--- src/rtl/csa_mul_front.sv ---
// rtl/csa_mul_front.sv - sequential carry-save multiplier front end (optional macro CSA_MUL_EARLY_EXIT_EN)
module csa_mul_front #(
   parameter int W     = 5,
   parameter int CNT_W = 3
) (
   input  logic         clk,
   input  logic         rst_n,
   input  logic         in_valid,
   output logic         in_ready,
   input  logic [W-1:0] in_a,
   input  logic [W-1:0] in_b,
   output logic         out_valid,
   input  logic         out_ready,
   output logic [W-1:0] out_a,
   output logic [W-1:0] out_b
);

   typedef enum logic [1:0] {
      IDLE  = 2'd0,
      ACCUM = 2'd1,
      HOLD  = 2'd2
   } state_t;

   state_t             state;
   state_t             state_nxt;

   logic [W-1:0]       a_q;
   logic [W-1:0]       b_q;
   logic [W-1:0]       sum_q;
   logic [W-1:0]       carry_q;
   logic [CNT_W-1:0]   cnt_q;

   logic [W-1:0]       pp;
   logic [W-1:0]       maj;
   logic [W-1:0]       sum_n;
   logic [W-1:0]       carry_n;
   logic               last_step;
   logic               accept;
   logic               step;
   logic               load;

   // One 3:2 compression of the running (sum, carry) pair with the current partial product
   always_comb begin
      pp      = '0;
      if (((b_q >> cnt_q) & W'(1)) != '0) begin
         pp = a_q << cnt_q;
      end
      sum_n   = sum_q ^ carry_q ^ pp;
      maj     = (sum_q & carry_q) | (sum_q & pp) | (carry_q & pp);
      carry_n = {maj[W-2:0], 1'b0};
   end

`ifdef CSA_MUL_EARLY_EXIT_EN
   logic [CNT_W:0] cnt_inc;

   // Finish as soon as no multiplier bits remain above the one just consumed
   always_comb begin
      cnt_inc   = {1'b0, cnt_q} + (CNT_W+1)'(1);
      last_step = (cnt_q == CNT_W'(W-1)) || ((b_q >> cnt_inc) == '0);
   end
`else
   // Always walk every multiplier bit so latency is operand independent
   always_comb begin
      last_step = (cnt_q == CNT_W'(W-1));
   end
`endif

   // State register
   always_ff @(posedge clk or negedge rst_n) begin
      if (!rst_n) begin
         state <= IDLE;
      end else begin
         state <= state_nxt;
      end
   end

   // Next-state and handshake decode
   always_comb begin
      state_nxt = state;
      in_ready  = 1'b0;
      out_valid = 1'b0;
      accept    = 1'b0;
      step      = 1'b0;
      load      = 1'b0;
      case (state)
         IDLE: begin
            in_ready = 1'b1;
            if (in_valid) begin
               accept    = 1'b1;
               state_nxt = ACCUM;
            end
         end
         ACCUM: begin
            step = 1'b1;
            if (last_step) begin
               load      = 1'b1;
               state_nxt = HOLD;
            end
         end
         HOLD: begin
            out_valid = 1'b1;
            if (out_ready) begin
               state_nxt = IDLE;
            end
         end
         default: begin
            state_nxt = IDLE;
         end
      endcase
   end

   // Operand capture, accumulation and result registers; results persist after handoff
   always_ff @(posedge clk or negedge rst_n) begin
      if (!rst_n) begin
         a_q     <= '0;
         b_q     <= '0;
         sum_q   <= '0;
         carry_q <= '0;
         cnt_q   <= '0;
         out_a   <= '0;
         out_b   <= '0;
      end else begin
         if (accept) begin
            a_q     <= in_a;
            b_q     <= in_b;
            sum_q   <= '0;
            carry_q <= '0;
            cnt_q   <= '0;
         end else if (step) begin
            sum_q   <= sum_n;
            carry_q <= carry_n;
            cnt_q   <= cnt_q + CNT_W'(1);
         end
         if (load) begin
            out_a <= sum_n;
            out_b <= carry_n;
         end
      end
   end

endmodule
--- config.mk ---
export PLATFORM = sky130hd
export DESIGN_NAME = csa_mul_front
export DESIGN_NICKNAME = d
export VERILOG_FILES = /design/src/rtl/csa_mul_front.sv
export SDC_FILE = /design/constraint.sdc
export NUM_CORES = 1
export LEC_CHECK = 0
export BUFFER_PORTS_ARGS = -buffer_cell sky130_fd_sc_hd__buf_2
export CAP_MARGIN = 10
export CORE_MARGIN = 5
export CORE_UTILIZATION = 45
export DETAILED_ROUTE_END_ITERATION = 8
export GPL_ROUTABILITY_DRIVEN = 0
export MAX_ROUTING_LAYER = met4
export PLACE_DENSITY = 0.66
export SYNTH_ARGS = -nofsm -noshare
export SYNTH_HDL_FRONTEND = slang
export SYNTH_SLANG_ARGS = --single-unit
export TNS_END_PERCENT = 20
--- constraint.sdc ---
create_clock -name clk -period 5.7 [get_ports clk]
set_input_delay 0.855 -clock clk [delete_from_list [all_inputs] [get_ports clk]]
set_output_delay 0.855 -clock clk [all_outputs]
set_load 0.01 [all_outputs]
==> results.toml <==
[setup_path]
crit_chain = "mux4_2, nor2b_1, nand3_1, fa_1, o21ai_0"
rr_worst_depth = 5
crit_type = "flop to flop"
critical_path.max_fanout = 13
crit_family = "flip-flops"
crit_path_top_delay_cell = "dfrtp_1"
worstReg2RegStart = "cnt_q[0]"
r2r_slack_ps = 3580
cp_data_arrival_time_ps = 2370
critPathCaptureType = "flop"
r2r-end = "sum_q[1]"
crit_required_ps = 5950
path_buf_inv = 0
worst_setup_path_start_kind = "flop"
cpPeakStageDelay_ps = 590
path_depth = 5

[routing]
wirelength_um = 2890
vias = 1066
drt_iter0_drc = 40
firstDrtPassIters = 6
route.detailed.drc = 0
routed_via_density = 5.10
ant_nets = 0
wire_per_inst_um = 13.8

[yosys]
yosys.area.top_type = "dfrtp_1"
synth_warnings = 0
yosysTopAreaCellShare_pct = 53.5
async_reset_ff_share_pct = 100
synth_seq_cells = 33
yosysUniqueCellTypes = 29
syn_area_um2 = 1540
synth_edf_count = 0
synthFlopType = "dfrtp_1"
synth_area_per_cell_um2 = 11.1
seq_area_frac_synth_pct = 53.5
synth_area_leaders = "dfrtp_1 54%, nand2_1 5.4%, mux2_2 5.1%"
syn_inst = 139
syn-num-nets = 159

[clocking]
cts_tree = "yes"
root_buffer = "clkbuf_4"
numCtsBuffers = 5
path_clk_slew_ps = 90
cts_hold_buffers = 0
clk_latency_ps = 320
htreeDepth = 2
cts_sinks = 33
cts.repair.resized = 0
post-cts-setup-buffer-count = 0
cts_buffer_depth = 2

[global_routing]
grt_pass1_vias = 1100
grt_max_degree = 34
grt_pass1_wl_um = 5140
antenna_found_initial = 0
grt_overflow = 0
grtUsageTotal_pct = 15.9

[die]
start_util_pct = 46.2
die_y_um = 68.6
die_w_um = 68.6
rows = 21
core_area_um2 = 3340
die_area_um2 = 4700
io_pins = 26

[status]
status = "complete, no violations"

[cells_and_area]
drive_above_1_share_pct = 23.9
antenna_cells = 0
area_growth_pct = 13.0
design_area_um2 = 1740
instances_no_fill = 209
num-nets-final = 183

[place]
place_area_um2 = 1690
dp.cells = 202
dp_hpwl_um = 2210
port_buffers = 24

[power_and_ir_drop]
power_density_nw_per_um2 = 523
cellLeakagePower_nw = 0.824
vdd_drop_max_mv = 0.235

[timing]
setup_viol = 0
finalHoldViolations = 0
final.setup_skew_ps = 9.41
max_slew_margin_pct = 39.6
min_period_ps = 2120
setup_tns_ps = 0
tightestPinTransition_ps = 904
fmax_mhz = 471
rsz0062_at_grt = "no"
finalCritPeriodShare_pct = 37.2
slew_violations = 0

[job]
cap_violations = 0

[worst_hold_path]
worstHoldStart = "out_b[3]"
whs_path_depth = 2
hold_path_class = "flop to flop"
worstHoldEndpoint = "out_b[3]"
[logic make-up (layout without fill, tap and decap cells)]
family	after synthesis	in the layout	share of synthesized area [%]
simple gates	36	36	10.7
mux	17	17	12.9
compound gates	27	27	10.6
xor+xnor	2	2	1.14
flops	33	33	53.5
other cells	1	1	0.243
buf+inv	17	41	4.54
fa+ha+maj	6	6	6.33
[cells in the final DEF (no fill, tap or decap)]
master     n
dfrtp_1   33
buf_2     24
nand2_1   22
inv_1     10
o21ai_0   10
mux2_2     7
o21ai_1    7
mux2_1     6
clkbuf_4   5
nand3_1    4
mux2i_1    3
a22o_1     3
fa_1       3
ha_1       3
nor2b_1    2
nor2_1     2
nor4_1     2
nand2b_1   2
o21bai_1   2
xor2_1     2
o31ai_1    2
mux4_2     1
a221oi_1   1
a31oi_1    1
and4_4     1
and2_1     1
a21o_1     1
conb_1     1
clkbuf_1   1
clkbuf_8   1
[per-stage QoR]
stage / power, W / hold WS, ps / setup WS (ps) / util [%]
final: 0.000911 / 487 / 3580 / 52.2
after floorplan: 0.000683 / 450 / 3840 / -
after CTS: 0.000922 / 491 / 3580 / 52.2
after detailed placement: 0.000792 / 471 / 3600 / 50.6
after global placement: 0.000767 / 461 / 3660 / 50.6
after global routing: 0.000998 / 529 / 3440 / 52.2
[cell usage after synthesis (3+ instances only)]
| library cell | count |
|---|---|
| fa_1 | 3 |
| nand3_1 | 4 |
| mux2_2 | 7 |
| nand2_1 | 22 |
| o21ai_0 | 10 |
| clkbuf_1 | 4 |
| ha_1 | 3 |
| o21ai_1 | 7 |
| mux2_1 | 6 |
| inv_1 | 10 |
| a22o_1 | 3 |
| mux2i_1 | 3 |
| dfrtp_1 | 33 |
[power breakdown]
group | leakage (nW) | internal (W) | total [W] | switching (W)
sequential | 0.422 | 0.000326 | 0.000411 | 0.0000845
clock | 0.0314 | 0.0000582 | 0.000129 | 0.0000712
combinational | 0.370 | 0.000175 | 0.000371 | 0.000196
[tightest hold or removal path: stages, from the launching register on]
cell and delay (ps):
dfrtp_1 350, nand2_1 50, o21ai_1 60
[worst max-delay path by stage]
stage / end / startpoint
after floorplan: sum_q[1] / cnt_q[1]
after global placement: sum_q[1] / cnt_q[0]
after detailed placement: sum_q[1] / cnt_q[0]
after CTS: sum_q[3] / cnt_q[0]
after global routing: sum_q[3] / cnt_q[0]
final: sum_q[1] / cnt_q[0]
[sequential cells by signal, summed over array words and instances (netlist names)]
| signal | count |
|---|---|
| b_q | 5 |
| sum_q | 5 |
| out_b | 4 |
| out_a | 5 |
| carry_q | 4 |
| a_q | 5 |
| state | 2 |
| cnt_q | 3 |
[metal layers]
layer / track usage (%) / wire [um] / vias up
met5: - / 0 / -
met4: 5.96 / 29 / 0
met3: 5.83 / 171 / 2
met2: 24.8 / 1450 / 29
met1: 18.8 / 1230 / 514
li1: - / - / 521
[cell type report]
type                       count  area (um2)
fill                         315        1590
clock buffer                   7        55.1
timing repair buffer          24         120
sequential                    33         826
tap                           46        57.6
multi-input combinational     89         647
inverter                      10        37.5
(Power assumes the default switching activity.)
